--- config.mk ---
export PLATFORM = sky130hd
export DESIGN_NAME = fe_adc_responder
export DESIGN_NICKNAME = d
export VERILOG_FILES = /design/src/rtl/fe_adc_responder.sv
export SDC_FILE = /design/constraint.sdc
export NUM_CORES = 1
export LEC_CHECK = 0
export ABC_AREA = 1
export ABC_CLOCK_PERIOD_IN_PS = 4400
export CAP_MARGIN = 30
export CORE_MARGIN = 3
export CORE_UTILIZATION = 40
export CTS_BUF_LIST = sky130_fd_sc_hd__clkbuf_4 sky130_fd_sc_hd__clkbuf_8
export CTS_CLUSTER_SIZE = 25
export DETAILED_ROUTE_END_ITERATION = 8
export PLACE_DENSITY = 0.58
export SLEW_MARGIN = 20
export SYNTH_ARGS = -nofsm -noshare
export SYNTH_HDL_FRONTEND = slang
export SYNTH_SLANG_ARGS = --single-unit
--- constraint.sdc ---
create_clock -name iCLK -period 4.4 [get_ports iCLK]
set_input_delay 0.66 -clock iCLK [delete_from_list [all_inputs] [get_ports iCLK]]
set_output_delay 0.66 -clock iCLK [all_outputs]
set_load 0.01 [all_outputs]
--- src/rtl/fe_adc_responder.sv ---
// fe_adc_responder: emulates the FE daisy chain and its serial ADCs for the readout sequencer.
// Optional bit-error injection is enabled by defining FEADC_BITERR_EN.
module fe_adc_responder #(
  parameter  int ADC_WIDTH   = 16,
  parameter  int ADC_NUM     = 10,
  parameter  int FE_CHANNELS = 64,
  parameter  int DAISY_DEPTH = 2,
  localparam int TOTAL_CH    = FE_CHANNELS * DAISY_DEPTH,
  localparam int CHW         = $clog2(TOTAL_CH + 1),
  localparam int ERRW        = (ADC_NUM > 1) ? $clog2(ADC_NUM) : 1
) (
  input  logic               iCLK,
  input  logic               iRST_N,
  input  logic               iFE_HOLD,
  input  logic               iFE_SHIFT,
  input  logic               iADC_CS_N,
  input  logic               iADC_SCLK,
`ifdef FEADC_BITERR_EN
  input  logic [CHW-1:0]     iERR_CH,
  input  logic [ERRW-1:0]    iERR_ADC,
  output logic [15:0]        oERR_CNT,
`endif
  output logic [ADC_NUM-1:0] oADC_SDATA,
  output logic [CHW-1:0]     oCH_IDX,
  output logic [15:0]        oEVT_CNT,
  output logic               oOVERSHIFT
);
  typedef enum logic {EV_IDLE, EV_HELD} ev_e;
  typedef enum logic {CV_IDLE, CV_SHIFT} cv_e;
  ev_e ev_q, ev_d;
  cv_e cv_q, cv_d;
  logic hold_q, shift_q, csn_q, sclk_q;
  logic [CHW-1:0] ch_q, ch_d;
  logic [15:0] evt_q, evt_d, chx;
  logic ovs_q, ovs_d, nominal;
  logic [ADC_NUM-1:0][ADC_WIDTH-1:0] word_q, word_d, samp;
  logic hold_rise, shift_rise, cs_fall, cs_rise, sclk_fall;
  assign hold_rise  = iFE_HOLD & ~hold_q;
  assign shift_rise = iFE_SHIFT & ~shift_q;
  assign cs_fall    = ~iADC_CS_N & csn_q;
  assign cs_rise    = iADC_CS_N & ~csn_q;
  assign sclk_fall  = ~iADC_SCLK & sclk_q;
  assign chx        = 16'(ch_q);
  assign nominal    = (ev_q == EV_HELD) && (ch_q != CHW'(TOTAL_CH));
  assign oCH_IDX    = ch_q;
  assign oEVT_CNT   = evt_q;
  assign oOVERSHIFT = ovs_q;
  always_comb begin
    ev_d  = ev_q;
    ch_d  = ch_q;
    evt_d = evt_q;
    ovs_d = ovs_q;
    if (hold_rise) begin
      ev_d  = EV_HELD;
      ch_d  = '0;
      evt_d = evt_q + 16'd1;
    end else if (ev_q == EV_HELD) begin
      ev_d = iFE_HOLD ? EV_HELD : EV_IDLE;
      if (shift_rise) begin
        ovs_d = ovs_q | (ch_q == CHW'(TOTAL_CH));
        ch_d  = (ch_q == CHW'(TOTAL_CH)) ? ch_q : ch_q + CHW'(1);
      end
    end
  end
  always_comb begin
    for (int a = 0; a < ADC_NUM; a++) begin
      samp[a] = nominal ? ADC_WIDTH'({chx[7:0], 4'(a), evt_q[3:0]}) : '0;
`ifdef FEADC_BITERR_EN
      if (ch_q == iERR_CH && a == int'(iERR_ADC)) samp[a][0] = ~samp[a][0];
`endif
    end
  end
  // Word is shifted left on each SCLK fall so zeros follow bit 0 automatically.
  always_comb begin
    cv_d   = cv_q;
    word_d = word_q;
    if (cs_fall) begin
      cv_d   = CV_SHIFT;
      word_d = samp;
    end else if (cs_rise) begin
      cv_d   = CV_IDLE;
      word_d = '0;
    end else if (cv_q == CV_SHIFT && sclk_fall) begin
      for (int a = 0; a < ADC_NUM; a++) word_d[a] = word_q[a] << 1;
    end
  end
  always_comb begin
    for (int a = 0; a < ADC_NUM; a++) oADC_SDATA[a] = word_q[a][ADC_WIDTH-1];
  end
  always_ff @(posedge iCLK or negedge iRST_N) begin
    if (!iRST_N) begin
      hold_q  <= 1'b0;
      shift_q <= 1'b0;
      csn_q   <= 1'b1;
      sclk_q  <= 1'b1;
      ev_q    <= EV_IDLE;
      cv_q    <= CV_IDLE;
      ch_q    <= '0;
      evt_q   <= '0;
      ovs_q   <= 1'b0;
      word_q  <= '0;
    end else begin
      hold_q  <= iFE_HOLD;
      shift_q <= iFE_SHIFT;
      csn_q   <= iADC_CS_N;
      sclk_q  <= iADC_SCLK;
      ev_q    <= ev_d;
      cv_q    <= cv_d;
      ch_q    <= ch_d;
      evt_q   <= evt_d;
      ovs_q   <= ovs_d;
      word_q  <= word_d;
    end
  end
`ifdef FEADC_BITERR_EN
  logic [15:0] err_q, err_d;
  logic err_hit;
  assign err_hit  = (ch_q == iERR_CH) && (32'(iERR_ADC) < ADC_NUM);
  assign err_d    = (cs_fall && err_hit) ? err_q + 16'd1 : err_q;
  assign oERR_CNT = err_q;
  always_ff @(posedge iCLK or negedge iRST_N) begin
    if (!iRST_N) err_q <= '0;
    else err_q <= err_d;
  end
`endif
endmodule

# Word-level counts from Yosys, hierarchy flattened
# Index checks and enable logic that the tools add are counted.
# classes
eq_ne	3
reduce_logical	8
muxes	22
add_sub_neg	2
bitwise	12
# ops
op	n
2-to-1 mux 160 bit	3
2-to-1 mux 16 bit	10
2-to-1 mux 8 bit	4
adder 16 x 1 -> 16 bit, second input constant	1
adder 8 x 1 -> 8 bit, second input constant	1
== test 8 bit, second input constant	1
inequality test 8 bit, second input constant	1
inverter 1 bit	6
AND reduction 3 bit	2
nonzero test 2 bit	3
bitwise AND 1 bit	5
2-to-1 mux 1 bit	5
nonzero test 3 bit	1
logical AND 1 bit	2
inequality test 2 bit, second input constant	1
OR 1 bit	1
# word_totals
inputBits	6
elab_cells	66
register_bits	191

# Depth between registers and ports, before layout
# Gate-level depths: netlist of run 1.
# logic_depth
depth_word	6
mapped_depth	8

# Worst setup path before layout of run 1
# OpenSTA, ideal clock, no wires.
# synth_timing
path_kind	in2reg
from	input iADC_CS_N
to	register word_q[109] in the netlist's numbering
t_arrival_ps	1583
cell_stages	7
slack_ps	2680
path_cell_list	inv_1 -> ha_1 -> nand2_1 -> buf_4 -> buf_6 -> buf_2 -> a31oi_1
# synth_via
elab_chain_len	3
word_cells_on_any_way	6
# synth_lines
element	line_no	source
from (decl)	16	input logic iADC_CS_N,
bitwise AND 1 bit / inverter 1 bit (equally long branches)	41, 40	
2-to-1 mux 160 bit / bitwise AND 1 bit (equally long branches)	80, 40	
2-to-1 mux 160 bit / nonzero test 3 bit (equally long branches)	-	
to (signal assigned)	112	word_q <= word_d;
to (decl)	36	logic [ADC_NUM-1:0][ADC_WIDTH-1:0] word_q, word_d, samp;
# Parallel ways exist; a longest one is shown, timed or not.
# A chain may end at the register's enable or synchronous reset.

# Worst setup path in the final report of run 1
# layout_timing
from	input iADC_CS_N
to	register word_q, in the netlist oADC_SDATA[3]
# Same word-level chain as after synthesis.

==> flow_metrics.tcl, run 1 <==
set metrics [dict create \
    wl_per_cell_um 12.4 \
    synth_seq_area_share 0.540 \
    cts_max_level 4 \
    ys_seq_elements 139 \
    core-area_um2 15500 \
    start_util 0.416 \
    fin_nets 775 \
    utilization 0.470 \
    root_buffer "clkbuf_8" \
    place_inst 956 \
    place_ws_ps 1490 \
    antenna_found_initial 0 \
    max_stage_delay_ps 520 \
    syn-instance-count 750 \
    clk_pin_slew_ps 70 \
    syn_area_per_cell_um2 8.59 \
    total_leakage_power_uw 0.00358 \
    setup_tns_ps 0 \
    layout_min_cycle_time_ps 2420 \
    cp-start-kind "primary input" \
    synth_nets 761 \
    die_x_um 133 \
    worstPathRequired_ps 4710 \
    fin_skew_ps 13.1 \
    dr.first_iter.drc_count 323 \
    diodes 0 \
    finalSetupViolCount 0 \
    reg2reg_slack_ps 2330 \
    worstMarginPinSlew_ps 645 \
    cp_common_cell "inv_1" \
    synth_warnings 0 \
    ctsResizeCount 0 \
    period_share 0.549 \
    area_delta_synth_final_pct 12.9 \
    status "complete, no violations" \
    grt_use_total 0.150 \
    maxCapViolCount 0 \
    slew-limit-headroom 0.570 \
    ant_nets 0 \
    worst-path-buf-inv 4 \
    power.total_uw 3400 \
    syn_area_um2 6440 \
    grt_max_degree 102 \
    finalHoldViolCount 0 \
    power_density_nw_per_um2 468 \
    vias 4680 \
    row_count 45 \
    ir_drop_v 0.000233 \
    rsz0062_at_grt "no" \
    synth_edf_count 0 \
    fin_cells 988 \
    timing.final.ws_setup_ps 1980 \
    worstSetupPathType "primary input to register" \
    cts_hold_buf 0 \
    drt-total-wl_mm 12.3 \
    hold_class "primary input to asynchronous set/reset pin" \
    drive_gt1_frac 0.0746 \
    cts_setup_buffers 0 \
    clock_path_buffers 2 \
    slew_viol_final 0 \
    first_pass_iters 4 \
    gp_congestion 0.773 \
    drcViolationCount 0 \
    grt_pass1_wl_mm 21.9 \
    fmax_mhz 414 \
    endpoint_kind "register" \
    grt_overflow_total 0 \
    viasPerCell 4.74 \
    ys_types 33 \
    cts_buffers 17 \
    grt_pass1_vias 4597 \
    ioPinCount 41 \
    fp.dieH_um 133 \
    hpwl_mm 7.71 \
    cts.sinks 139 \
    port_buffers 40 \
    cts_tree "done" \
    critPathTopFamily "buffers and inverters" \
    async_flop_share 1.00 \
    critical_path_arrival_ps 2730 \
    cp_max_fo 101 \
    die_area_um2 17700 \
    slowest_stage "clkdlybuf4s50_1" \
    final_cell_mix "nand2_1 (167), dfrtp_1 (137), nor2_1 (110), inv_1 (82), a31oi_1 (50)" \
    clock_latency_ps 450 \
    final_common_cell "nand2_1" \
    synth_ff_type "dfrtp_1" \
    worstPathCellList "clkdlybuf4s50_1 -> inv_1 -> ha_1 -> nand2_4 -> buf_12 -> nand2_1 -> inv_1 -> a21oi_1" \
]
flip-flops by register name, indices dropped and copies added (netlist names), 8 cells and up:
signal / cells
word_q: 98
oEVT_CNT: 16
oADC_SDATA: 10
oCH_IDX: 8
cells in the mapped netlist, types with 4 or more instances:
library cell / n / area [um^2]
nand2_1: 168 / 631
inv_1: 82 / 308
xor2_1: 5 / 43.8
or2_0: 4 / 25.0
ha_1: 5 / 62.6
nor2_1: 110 / 413
o21ai_0: 20 / 100
xnor2_1: 7 / 61.3
a21oi_1: 49 / 245
nand4_1: 8 / 50.1
buf_6: 5 / 56.3
nor2_4: 5 / 56.3
nand3_1: 28 / 140
buf_2: 23 / 115
dfrtp_1: 137 / 3430
buf_4: 19 / 143
a31oi_1: 50 / 313
where the power goes:
group / switching [uW] / internal, uW / total (uW) / leakage, uW
Combinational: 349 / 285 / 635 / 0.00167
Sequential: 159 / 1530 / 1690 / 0.00170
Clock: 469 / 611 / 1080 / 0.000219
Total: 977 / 2430 / 3400 / 0.00358
area by class of cell:
| class | count | area [um^2] |
|---|---|---|
| timing repair buffer | 45 | 464 |
| sequential | 139 | 3480 |
| clock inverter | 6 | 82.6 |
| tap | 211 | 264 |
| multi-input combinational | 475 | 2320 |
| inverter | 86 | 325 |
| fill | 1525 | 8210 |
| clock buffer | 26 | 339 |
kinds of logic (layout without fill, tap and decap cells):
group           Yosys count  count (layout)  synth area share
compound gates          123             123             0.106
flops                   139             139             0.540
simple gates            335             335             0.226
buf+inv                 136             163             0.101
xor+xnor                 12              12            0.0163
fa+ha+maj                 5               5           0.00971
stage by stage:
step,hold WS (ps),instance area (um^2)
CTS,174,7270
global route,177,7270
floorplan,364,6440
detailed placement,451,6850
finish,171,7270
global placement,449,6850
routing by layer:
metal,vias to the layer above,share of wire,global-route usage
li1,2397,-,-
met1,2224,0.48,0.197
met2,49,0.48,0.240
met3,10,0.028,0.0407
met4,0,0.011,0.0508
met5,-,0,0
path summary, 6_finish.rpt:
check / start / end / cells past startpoint
worst max-delay path: iADC_CS_N / oADC_SDATA[3] / 8
worst min-delay path: iRST_N / oCH_IDX[4] / 1
worst max register to register: csn_q / oADC_SDATA[3] / 6
worst min register to register: oOVERSHIFT / oOVERSHIFT / 1
max in group asynchronous: iRST_N / word_q[55] / 2
min in group iCLK: oOVERSHIFT / oOVERSHIFT / 1
Power figures use the tool's default switching activity.
==> run 2, diff against run 1 <==
ABC_CLOCK_PERIOD_IN_PS = 2000   (was 4400)
PLACE_DENSITY = 0.6   (was 0.58)
clock period = 2 ns   (was 4.4 ns; I/O delays follow)
==> flow_metrics.tcl, run 2 (synthesis results as in run 1) <==
set metrics [dict create \
    row_count 45 \
    finalSetupViolCount 0 \
    viasPerCell 4.66 \
    r2r_start "csn_q" \
    cts.sinks 139 \
    first_pass_iters 4 \
    timing.final.ws_setup_ps 149 \
    worstMarginPinSlew_ps 556 \
    worst-path-buf-inv 1 \
    period_share 0.925 \
    grt_util_met2 0.245 \
    worstPathCellList "clkdlybuf4s50_1" \
    worstSetupPathType "register to output pin" \
    layout_min_cycle_time_ps 1850 \
    maxCapViolCount 0 \
    slew-limit-headroom 0.629 \
    die_area_um2 17700 \
    grt_max_degree 51 \
    ir_drop_v 0.000561 \
    grt_overflow_total 0 \
    met1_usage 0.185 \
    hold_path.startpoint "iADC_SCLK" \
    cts_tree "done" \
    drt-total-wl_mm 12.0 \
    dr.first_iter.drc_count 210 \
    reg2reg_slack_ps 330 \
    wl_per_cell_um 12.0 \
    r2r-end "oADC_SDATA[2]" \
    diodes 0 \
    fin_nets 793 \
    cts_setup_buffers 0 \
    hold_class "primary input to register" \
    rsz0062_at_grt "no" \
    endpoint_kind "output pin" \
    worstPathRequired_ps 1700 \
    start_util 0.416 \
    clock_latency_ps 440 \
    ctsResizeCount 0 \
    root_buffer "clkbuf_8" \
    vias 4687 \
    final_cell_mix "nand2_1 (167), dfrtp_1 (137), nor2_1 (110), inv_1 (82), a31oi_1 (50)" \
    slew_viol_final 0 \
    die_x_um 133 \
    gr-usage-met3 0.0399 \
    largest_reg_flops 98 \
    ioPinCount 41 \
    max_stage_delay_ps 600 \
    cts_buffers 17 \
    fin_skew_ps 9.86 \
    area_delta_synth_final_pct 17.5 \
    top_usage_layer "met2" \
    hold-path-endpoint "sclk_q" \
    critPathTopFamily "buffers and inverters" \
    place_ws_ps -32.1 \
    gp_congestion 0.784 \
    cp-start-kind "register" \
    clock_path_buffers 2 \
    critical_path_arrival_ps 1550 \
    total_leakage_power_uw 0.00373 \
    holdPathStages 1 \
    clk_pin_slew_ps 70 \
    core-area_um2 15500 \
    hpwl_mm 8.14 \
    drcViolationCount 0 \
    status "complete, no violations" \
    antenna_found_initial 0 \
    fmax_mhz 540 \
    power.total_uw 7840 \
    drive_gt1_frac 0.0943 \
    top_register "word_q" \
    slowest_stage "clkdlybuf4s50_1" \
    port_buffers 40 \
    cts_max_level 4 \
    grt_pass1_wl_mm 21.5 \
    cp_max_fo 8 \
    r2r_cells 6 \
    ant_nets 0 \
    final_common_cell "nand2_1" \
    grt_use_total 0.147 \
    place_inst 973 \
    fp.dieH_um 133 \
    fillers 1478 \
    grt_pass1_vias 4650 \
    finalHoldViolCount 0 \
    fin_cells 1006 \
    power_density_nw_per_um2 1040 \
]
[run 2: cell types whose count changed in the layout (fill, tap and decap cells not counted)]
cell / change
buf_12: +9
buf_4: +8
dlygate4sd3_1: +1
inv_6: +1
clkinv_4: +1
clkbuf_8: -4
bufinv_16: +3
clkbuf_4: -1
[run 2: area by class of cell]
type,instances,area (um^2),share of cell area
timing repair buffer,63,714,0.0944
tap,211,264,0.0349
clock buffer,21,277,0.0365
multi-input combinational,475,2320,0.306
sequential,139,3480,0.460
clock inverter,11,190,0.0251
inverter,86,325,0.0430
[run 2: worst max-delay path by stage]
stage,from,end,slack (ps),cells after the start
floorplan,csn_q,word_q[109],520,6
global placement,iADC_CS_N,word_q[101],-10,8
detailed placement,iADC_CS_N,oADC_SDATA[2],-30,8
CTS,oCH_IDX[5],oCH_IDX[5],110,1
global route,oEVT_CNT[8],oEVT_CNT[8],70,1
finish,oCH_IDX[5],oCH_IDX[5],150,1
[run 2: what timing repair did]
item	4_1_cts	5_1_grt
hold endpoints to repair	38	0
hold buffers	1	0
setup endpoints to repair	0	0
[run 2: power breakdown]
part	switching, uW	internal, uW
Clock	1050	1580
Sequential	348	3370
Combinational	789	705
[run 2: metrics by stage]
stage | TNS (ps) | instance area, um^2 | hold WS (ps) | util
2_1_floorplan | 0 | 6440 | 4.41 | -
3_3_place_gp | -22.5 | 7090 | 232 | 0.458
3_5_place_dp | -247 | 7090 | 236 | 0.458
4_1_cts | 0 | 7570 | 286 | 0.489
5_1_grt | 0 | 7570 | 289 | 0.489
6_report | 0 | 7570 | 309 | 0.489
[run 2: metal layers]
layer  wire length [um]  vias up
li1                   -     2435
met1               5750     2207
met2               5910       36
met3                270        9
met4                108        0
met5                  0        -
